===== config.mk =====
export PLATFORM = sky130hd
export DESIGN_NAME = nav_scan_sequencer
export DESIGN_NICKNAME = d
export VERILOG_FILES = /design/src/rtl/nav_scan_sequencer.sv
export SDC_FILE = /design/constraint.sdc
export NUM_CORES = 1
export LEC_CHECK = 0
export CAP_MARGIN = 20
export CORE_MARGIN = 5
export CORE_UTILIZATION = 55
export CTS_CLUSTER_SIZE = 12
export DETAILED_ROUTE_END_ITERATION = 16
export PLACE_DENSITY = 0.75
export RECOVER_POWER = 100
export SYNTH_ARGS = -nofsm -noshare
export SYNTH_HDL_FRONTEND = slang
export SYNTH_SLANG_ARGS = --single-unit

===== constraint.sdc =====
create_clock -name clk -period 7.8 [get_ports clk]
set_clock_uncertainty 0.1 [all_clocks]
set_input_delay 1.56 -clock clk [delete_from_list [all_inputs] [get_ports clk]]
set_output_delay 1.56 -clock clk [all_outputs]
set_load 0.02 [all_outputs]

===== src/rtl/nav_scan_sequencer.sv =====
`default_nettype none
// ============================================================================
// Module   : nav_scan_sequencer
// Purpose  : Rover navigation controller. Drives forward while the path is
//            clear; on an obstacle it settles, scans right then left through
//            a request/done ranging handshake and pivots to the clearer
//            heading. All outputs are registered.
// Options  : NAV_ALERT_EN adds a registered 'alert' output for the beeper.
// Revision : 1.0  initial release
// ============================================================================
module nav_scan_sequencer #(
    parameter int DIST_W        = 16,
    parameter int STOP_CM       = 25,
    parameter int TURN_CYCLES   = 50000000,
    parameter int SETTLE_CYCLES = 5000000,
    parameter int MEAS_TIMEOUT  = 3000000
) (
    input  logic              clk,
    input  logic              rst_n,
    input  logic              start,
    input  logic              halt,
    output logic              meas_req,
    input  logic              meas_done,
    input  logic [DIST_W-1:0] meas_dist,
    output logic [1:0]        motor_state,
    output logic              scanning,
`ifdef NAV_ALERT_EN
    output logic              alert,
`endif
    output logic [DIST_W-1:0] last_dist
);

    localparam int TMAX = (2 * TURN_CYCLES > SETTLE_CYCLES) ? 2 * TURN_CYCLES : SETTLE_CYCLES;
    localparam int TW   = $clog2(TMAX + 1);
    localparam int MW   = $clog2(MEAS_TIMEOUT + 1);

    typedef enum logic [3:0] {
        IDLE     = 4'd0,
        MEAS_FWD = 4'd1,
        DRIVE    = 4'd2,
        SETTLE   = 4'd3,
        TURN_R   = 4'd4,
        MEAS_R   = 4'd5,
        TURN_L2  = 4'd6,
        MEAS_L   = 4'd7,
        DECIDE   = 4'd8,
        TURN_R2  = 4'd9,
        TURN_L1  = 4'd10
    } state_t;

    state_t            state, state_n;
    logic [TW-1:0]     timer, timer_n;
    logic [MW-1:0]     meas_cnt;
    logic [DIST_W-1:0] dist_r, dist_l;
    logic              timeout, accept, acc_clear, timer_done;
    logic [DIST_W-1:0] acc_dist;
    logic              req_n, scan_n;
    logic [1:0]        motor_n;

    function automatic logic [1:0] motor_of(input state_t s);
        case (s)
            DRIVE:                    motor_of = 2'b11;
            TURN_R, TURN_R2:          motor_of = 2'b01;
            TURN_L2, TURN_L1:         motor_of = 2'b10;
            default:                  motor_of = 2'b00;
        endcase
    endfunction

    function automatic logic is_meas(input state_t s);
        is_meas = (s == MEAS_FWD) || (s == DRIVE) || (s == MEAS_R) || (s == MEAS_L);
    endfunction

    function automatic logic is_scan(input state_t s);
        is_scan = !((s == IDLE) || (s == MEAS_FWD) || (s == DRIVE));
    endfunction

    function automatic logic [TW-1:0] dwell_of(input state_t s);
        case (s)
            SETTLE:           dwell_of = TW'(SETTLE_CYCLES);
            TURN_R, TURN_L1:  dwell_of = TW'(TURN_CYCLES);
            TURN_L2, TURN_R2: dwell_of = TW'(2 * TURN_CYCLES);
            default:          dwell_of = '0;
        endcase
    endfunction

    // Handshake qualification: a measurement is accepted on done or timeout
    // only while requesting; halt suppresses acceptance in the same cycle.
    always_comb begin
        timeout    = meas_req && !meas_done && (meas_cnt == MW'(MEAS_TIMEOUT - 1));
        accept     = !halt && meas_req && (meas_done || timeout);
        acc_dist   = meas_done ? meas_dist : {DIST_W{1'b1}};
        acc_clear  = (acc_dist >= DIST_W'(STOP_CM));
        timer_done = (timer == TW'(1));
    end

    // Next-state, timer reload and next registered output values.
    always_comb begin
        state_n = state;
        unique case (state)
            IDLE:     if (start) state_n = MEAS_FWD;
            MEAS_FWD: if (accept) state_n = acc_clear ? DRIVE : SETTLE;
            DRIVE:    if (accept && !acc_clear) state_n = SETTLE;
            SETTLE:   if (timer_done) state_n = TURN_R;
            TURN_R:   if (timer_done) state_n = MEAS_R;
            MEAS_R:   if (accept) state_n = TURN_L2;
            TURN_L2:  if (timer_done) state_n = MEAS_L;
            MEAS_L:   if (accept) state_n = DECIDE;
            DECIDE: begin
                // Ties between equal clear headings keep the left one.
                if ((dist_l >= DIST_W'(STOP_CM)) && (dist_l >= dist_r))
                    state_n = MEAS_FWD;
                else if (dist_r >= DIST_W'(STOP_CM))
                    state_n = TURN_R2;
                else
                    state_n = TURN_L1;
            end
            TURN_R2:  if (timer_done) state_n = MEAS_FWD;
            TURN_L1:  if (timer_done) state_n = MEAS_FWD;
            default:  state_n = IDLE;
        endcase
        if (halt) state_n = IDLE;

        if (state_n != state)
            timer_n = dwell_of(state_n);
        else if (timer != '0)
            timer_n = timer - TW'(1);
        else
            timer_n = timer;

        // Request drops for one cycle after every accepted measurement.
        req_n   = is_meas(state_n) && !accept;
        motor_n = motor_of(state_n);
        scan_n  = is_scan(state_n);
    end

    // State, timer and registered outputs.
    always_ff @(posedge clk or negedge rst_n) begin
        if (!rst_n) begin
            state       <= IDLE;
            timer       <= '0;
            meas_req    <= 1'b0;
            motor_state <= 2'b00;
            scanning    <= 1'b0;
        end else begin
            state       <= state_n;
            timer       <= timer_n;
            meas_req    <= req_n;
            motor_state <= motor_n;
            scanning    <= scan_n;
        end
    end

    // Timeout counter restarts from zero whenever the request rises.
    always_ff @(posedge clk or negedge rst_n) begin
        if (!rst_n)
            meas_cnt <= '0;
        else if (!meas_req)
            meas_cnt <= '0;
        else
            meas_cnt <= meas_cnt + MW'(1);
    end

    // Capture accepted distances for the scan decision and the status output.
    always_ff @(posedge clk or negedge rst_n) begin
        if (!rst_n) begin
            last_dist <= '0;
            dist_r    <= '0;
            dist_l    <= '0;
        end else if (accept) begin
            last_dist <= acc_dist;
            if (state == MEAS_R) dist_r <= acc_dist;
            if (state == MEAS_L) dist_l <= acc_dist;
        end
    end

`ifdef NAV_ALERT_EN
    // Beeper alert: active throughout the scan and any corrective pivot.
    always_ff @(posedge clk or negedge rst_n) begin
        if (!rst_n)
            alert <= 1'b0;
        else
            alert <= scan_n || (state_n == TURN_L1);
    end
`endif

endmodule
`default_nettype wire


# ---- Word-level counts from Yosys, hierarchy flattened
# Index checks and enable logic that the tools add are counted.
dict set report classes {
  muxes 20
  reduce_logical 29
  order_cmp 4
  n_eq_ne 22
  n_addsub 2
}
# op count
set ops {}
lappend ops {{one-hot mux 27 bit (3 select lines)} 1}
lappend ops {{two-way mux 27 bit} 2}
lappend ops {{greater-or-equal comparator 16 x 5 -> 1 bit (second input constant)} 3}
lappend ops {{two-way mux 4 bit} 11}
lappend ops {{one-hot mux 4 bit (10 select lines)} 1}
lappend ops {{equality test 4 x 3 -> 1 bit (second input constant)} 8}
lappend ops {{equality test 27 x 1 -> 1 bit (second input constant)} 1}
lappend ops {{nonzero test 27 bit} 1}
lappend ops {{subtractor 27 x 1 -> 27 bit (second input constant)} 1}
lappend ops {{adder 22 x 1 -> 22 bit (second input constant)} 1}
lappend ops {{equality test 22 bit (second input constant)} 1}
lappend ops {{two-way mux 22 bit} 1}
lappend ops {{equality test 4 bit (second input constant)} 5}
lappend ops {{equality test 4 x 2 -> 1 bit (second input constant)} 4}
lappend ops {{greater-or-equal comparator 16 bit} 1}
lappend ops {{two-way mux 16 bit} 1}
lappend ops {{OR reduction 2 bit} 5}
lappend ops {{equality test 4 x 1 -> 1 bit (second input constant)} 2}
lappend ops {{zero test 4 bit} 2}
lappend ops {{logical AND 1 bit} 7}
lappend ops {{logical OR 1 bit} 6}
lappend ops {{one-hot mux 2 bit (3 select lines)} 1}
lappend ops {{zero test 1 bit} 5}
lappend ops {{!= test 4 bit} 1}
lappend ops {{4 further kinds} 5}
dict set report totals {
  output_inout_bits 20
  regBits 105
}

# ---- Depth between registers and ports, before layout
dict set report logic_depth {
  ltp_word 14
  ltp_mapped 12
  depth_no_buf 10
}

# ---- Worst setup path after synthesis
# No wires, ideal clock.
dict set report synth_path {
  kind {input port to flip-flop}
  from {in halt}
  to {reg timer[26]}
  stages 10
  setup_slack_ns 3.973
  n_path_buf 2
  t_arrival_ns 3.595
  setup_time_ns 0.132
  cell_sequence {nor2b_1 nand2_1 clkbuf_1 o21ai_0 a221oi_1 a311oi_1 nor4b_4 and2_4 buf_6 o32ai_1}
}
dict set report synth_between {
  elab_chain_len 11
}
# element line_no
set synth_lines {}
lappend synth_lines {{start, declared} 21} ;# input logic halt,
lappend synth_lines {{zero test 1 bit} 90} ;# accept = !halt && meas_req && (meas_done || timeout);
lappend synth_lines {{logical AND 1 bit (2 in a row)} 90}
lappend synth_lines {{logical AND 1 bit} 102} ;# DRIVE: if (accept && !acc_clear) state_n = SETTLE;
lappend synth_lines {{two-way mux 4 bit} 102}
lappend synth_lines {{one-hot mux 4 bit (10 select lines)} 99} ;# unique case (state)
lappend synth_lines {{two-way mux 4 bit (*)} 121} ;# if (halt) state_n = IDLE;
lappend synth_lines {{equality test 4 x 3 -> 1 bit / equality test 4 bit (equally long branches)} 78} ;# case (s)
lappend synth_lines {{OR reduction 2 bit} 78}
lappend synth_lines {{one-hot mux 27 bit (3 select lines)} 78}
lappend synth_lines {{two-way mux 27 bit} 123} ;# if (state_n != state)
lappend synth_lines {{end signal, assigned} 146} ;# timer <= timer_n;
lappend synth_lines {{end, declared} 52} ;# logic [TW-1:0] timer, timer_n;
# Mark *: on every way between the ends. The rest lies on a longest branch, timed or not.
# A chain may end at the register's enable or synchronous reset.

# ---- Worst setup path in the final report
dict set report layout_path {
  from {in halt}
  to {reg timer[23]}
}
# Same word-level chain as after synthesis.

==> results.md <==
Clock network:
- Counting every sink on the clock net gives 105.
- Clock-pin slew was measured on the worst setup and hold paths at 100 ps.
- TritonCTS built the clock tree.
- The number of gates resized after CTS was 0.
- The number of buffers inserted by hold repair at cts is 0.
- The post-CTS setup repair buffer count is 0.
- The H-tree was split into 3 levels.
- The tree is rooted in a sky130_fd_sc_hd__clkbuf_8.
- The clock latency of the later-clocked register in the worst-skew pair is 380 ps.
- The clock passes through at most 2 buffers.
- The number of buffers inserted during clock tree synthesis is 9.

Yosys:
- Each instance of the synthesized netlist takes up on average 9.65 µm².
- Counting every instance in the synthesized netlist gives approximately 590.
- The mux contribution to synthesized area is 0.895%.
- Yosys mapped a number of flops with a built-in enable equal to 0.
- The synthesized netlist devotes 23.6% of its cell area to simple gates.
- Summing the areas of all compound-gate instances in the mapped netlist gives 16.1% of the synthesized area.
- The total number of yosys warnings is 0.
- After synthesis, the largest family of logic cells by area is simple AND/OR/NAND/NOR gates.
- The synthesized netlist devotes about 6.0% of its cell area to XOR and XNOR gates.
- In this run, synthesis produced a sequential element count of between 100 and 150.
- Summing the areas of all fa, ha and maj instances in the mapped netlist gives under 10% of the synthesized area.
- The number of nets handed over by synthesis was roughly 630.
- The dominant register cell in the synthesized netlist is sky130_fd_sc_hd__dfrtp_1.
- The number of distinct library cells after synthesis is 70.
- The share of flip-flops with an asynchronous set or reset after synthesis is 100%.
- The cell area after synthesis is 0.00573 mm².
- The register area share after synthesis is 45.8%.

Routing:
- For this block, the initial DRC count from the detailed router was approximately 420.
- The highest metal layer carrying signal wires in the routed design is met4.
- The via density per instance is ~6.0.
- The final route contains 4,585 vias.
- After detailed routing, the average wire length per cell comes to 17.3 µm.
- The number of design rule violations left after detail routing is 0.
- For this run, the detailed router's first-pass iteration total came to 5.
- The total wire length is 13,200 µm.
- The residual antenna-violating net count after detailed routing is 0.
- Detailed routing placed a total of 571 µm of wire on met3.
- Summed over all nets, wire length on met2 after detailed routing comes to 6540 µm.
- After detailed routing, the wire length on met1 is between 5000 and 6000 µm.

Setup path:
- The slowest stage of the critical path belongs to the cell sky130_fd_sc_hd__nor4b_1.
- STA puts the critical path data arrival time at 6220 ps.
- On the critical path the largest part of the delay comes from simple AND/OR/NAND/NOR gates.
- The worst setup path is launched from a primary input.
- The number of buffer and inverter instances along the worst setup path is 2.
- Along the worst path, the maximum fanout reaches 21.
- The kind of end point of the critical path is a flop.
- The required time of the critical path is 7980 ps.
- The largest single stage delay on the critical path is roughly 1200 ps.
- The category of the critical setup timing path is in -> reg.
- Traced cell by cell, the critical path runs through clkdlybuf4s50_1, nor2b_1, nand2_1, o21ai_0, clkbuf_1, a221oi_1, a311oi_1, nor4b_1, nand3_2, o22ai_1.

GRT:
- The total global routing track utilization is 21.6%.
- The aggregate global routing overflow is 0.
- The number of global-route vias before repair is 4,586.
- The first global-routing pass estimated 22,400 µm of wire.
- Entering global routing, the biggest net connects 76 pins.
- The number of antenna violations at the first check in global routing is 0.

Floorplanning:
- 41 I/O pins were placed.
- The core region is 0.0102 mm².
- From bottom edge to top edge, the die measures 112 µm.
- Measured along the x axis, the die boundary spans around 110 µm.
- The initial utilization of the core area, before any placement, comes to between 50% and 60%.
- The die outline area is 0.0126 mm².
- The number of cell rows is 37.

Worst hold path:
- The type of the worst min-delay path is reg -> reg.

STA:
- The smallest hold slack is 385 ps.
- The number of setup violations in the final report is 0.
- Setup repair after global routing left no endpoint under its margin.
- The final critical path time including I/O delays and setup is between 6000 and 7000 ps.
- The number of pins exceeding their max-slew limit in the final report is 32.
- The tightest slew margin relative to the limit is -8.24%.
- The total negative slack is 0 ps.
- For the pin with the worst max-slew slack, the measured transition is between 1500 and 2000 ps.
- The total count of hold-check failures in the final report is 0.
- The worst path uses approximately 77% of the clock period.
- The highest achievable clock rate is 166 MHz.

Final layout:
- The layout-stage area growth over the synthesis result is 11.0%.
- 0 antenna diodes ended up in the layout.
- The layout filler cell count is around 870.
- Of the cells placed in the final design, the portion with a size suffix greater than 1 is around 4.6%.
- The layout net count is 666.

Status:
- The final reports fail on capacitance limit, slew limit.
- The run finished, with violations left.

Run:
- Max-cap violations in this run came to 1.

Placed design:
- Routability-driven placement finished with a final weighted congestion of 0.912.
- In this run the tool buffered the top-level ports with 40 buffer cells.
- The HPWL after detailed placement is 9860 µm.

Pwr:
- Dividing total power by cell area gives a power density of roughly 260 mW/mm².
- In this run, the combinational gates consume 37.1% of the power.
- VDD sags by at most roughly 0.14 mV.
- Net switching is between 30% and 40% of the power.
- Summed over all cells, the static leakage comes to approximately 2.7 nW.
- The clock network is responsible for 18.8% of the overall power.
- The internal power of the cells totals roughly 1 mW.
- The reported net switching power is 0.644 mW.
- The register share of total power is 44.1%.
## routing by layer
| layer | up-vias | global-route usage, % |
|---|---|---|
| met2 | 122 | 35.8 |
| met1 | 2219 | 29.1 |
| met5 | - | 0 |
| met3 | 25 | 3.77 |
| met4 | 0 | 6.49 |
| li1 | 2219 | - |
## kinds of logic after synthesis
family / after synthesis
AO/OA/AOI/OAI: 135
AND/OR/NAND/NOR: 246
buffers and inverters: 45
XOR/XNOR: 39
flip-flops: 105
adder cells (fa/ha/maj): 19
multiplexers: 5
## cells in the mapped netlist, types with 5 or more instances
master / count / area [µm²]
sky130_fd_sc_hd__o21ai_0: 30 / 150
sky130_fd_sc_hd__dfrtp_1: 105 / 2630
sky130_fd_sc_hd__a21oi_1: 24 / 120
sky130_fd_sc_hd__and2_1: 23 / 144
sky130_fd_sc_hd__o31ai_1: 7 / 52.6
sky130_fd_sc_hd__clkbuf_1: 19 / 71.3
sky130_fd_sc_hd__o22ai_1: 10 / 62.6
sky130_fd_sc_hd__o22a_1: 16 / 140
sky130_fd_sc_hd__a22oi_1: 5 / 37.5
sky130_fd_sc_hd__xnor2_1: 26 / 228
sky130_fd_sc_hd__inv_1: 21 / 78.8
sky130_fd_sc_hd__nand4_1: 9 / 56.3
sky130_fd_sc_hd__nor2_1: 36 / 135
sky130_fd_sc_hd__nand2_1: 47 / 176
sky130_fd_sc_hd__and3_1: 13 / 81.3
sky130_fd_sc_hd__nand3_1: 22 / 110
sky130_fd_sc_hd__nor4_1: 21 / 131
sky130_fd_sc_hd__nor2b_1: 25 / 156
sky130_fd_sc_hd__nor3_1: 16 / 80.1
sky130_fd_sc_hd__ha_1: 19 / 238
sky130_fd_sc_hd__xor2_1: 13 / 114
sky130_fd_sc_hd__or3_1: 5 / 31.3
## power by group through the flow
stage,clock network (mW),logic (mW),registers [mW]
3_5_place_dp,0,0.637,0.748
6_report,0.315,0.621,0.739
3_3_place_gp,0,0.623,0.744
2_1_floorplan,0,0.413,0.774
5_1_grt,0.346,0.681,0.753
4_1_cts,0.324,0.640,0.738
## sequential cells by signal, indices dropped and copies added (netlist names)
register     cells
dist_l          16
dist_r          16
last_dist       16
meas_cnt        22
meas_req         1
motor_state      2
scanning         1
state            4
timer           27
## final timing paths
| path | depth (start not counted) | slack [ps] | endpoint | start |
|---|---|---|---|---|
| min | 1 | 390 | meas_cnt[0]$_DFF_PN0_ | meas_cnt[0]$_DFF_PN0_ |
| max reg2reg | 9 | 2790 | timer[23]$_DFFE_PN0P_ | meas_req$_DFF_PN0_ |
| max | 10 | 1760 | timer[23]$_DFFE_PN0P_ | halt |
| max in group asynchronous | 2 | 4440 | state[1]$_DFF_PN0_ | rst_n |
| min in group asynchronous | 1 | 1480 | dist_r[10]$_DFFE_PN0P_ | rst_n |
| min reg2reg | 1 | 390 | meas_cnt[0]$_DFF_PN0_ | meas_cnt[0]$_DFF_PN0_ |
## area by class of cell
| class | count | area [µm²] | area share (%) |
|---|---|---|---|
| tap | 136 | 170 | 2.67 |
| clock buffer | 9 | 124 | 1.95 |
| inverter | 22 | 82.6 | 1.30 |
| multi-input combinational | 444 | 2890 | 45.5 |
| clock inverter | 7 | 53.8 | 0.845 |
| timing repair buffer | 44 | 413 | 6.49 |
| sequential | 105 | 2630 | 41.3 |
## stage by stage
step                      utilization, %  power [mW]  setup WS [ps]  std cells  instance area [µm²]
after floorplan                        -        1.19           3970        594                 5730
after global placement              60.7        1.37           2760        750                 6210
after detailed placement            60.7        1.39           2530        750                 6210
after global routing                62.2        1.78           1430        767                 6360
final                               62.2        1.67           1760        767                 6360
after CTS                           62.5        1.70           2920        766                 6390
## layout by cell type (no fill, tap or decap), drive strengths merged, types with 18 or more instances in the layout
master         instances
dfrtp                105
nand2                 47
nor2                  37
o21ai                 31
xnor2                 26
nor2b                 25
a21oi                 24
inv                   24
and2                  24
nand3                 23
nor4                  21
dlygate4sd3           21
ha                    19
clkdlybuf4s50         18
Note: power is estimated with default switching activity, not from simulation.
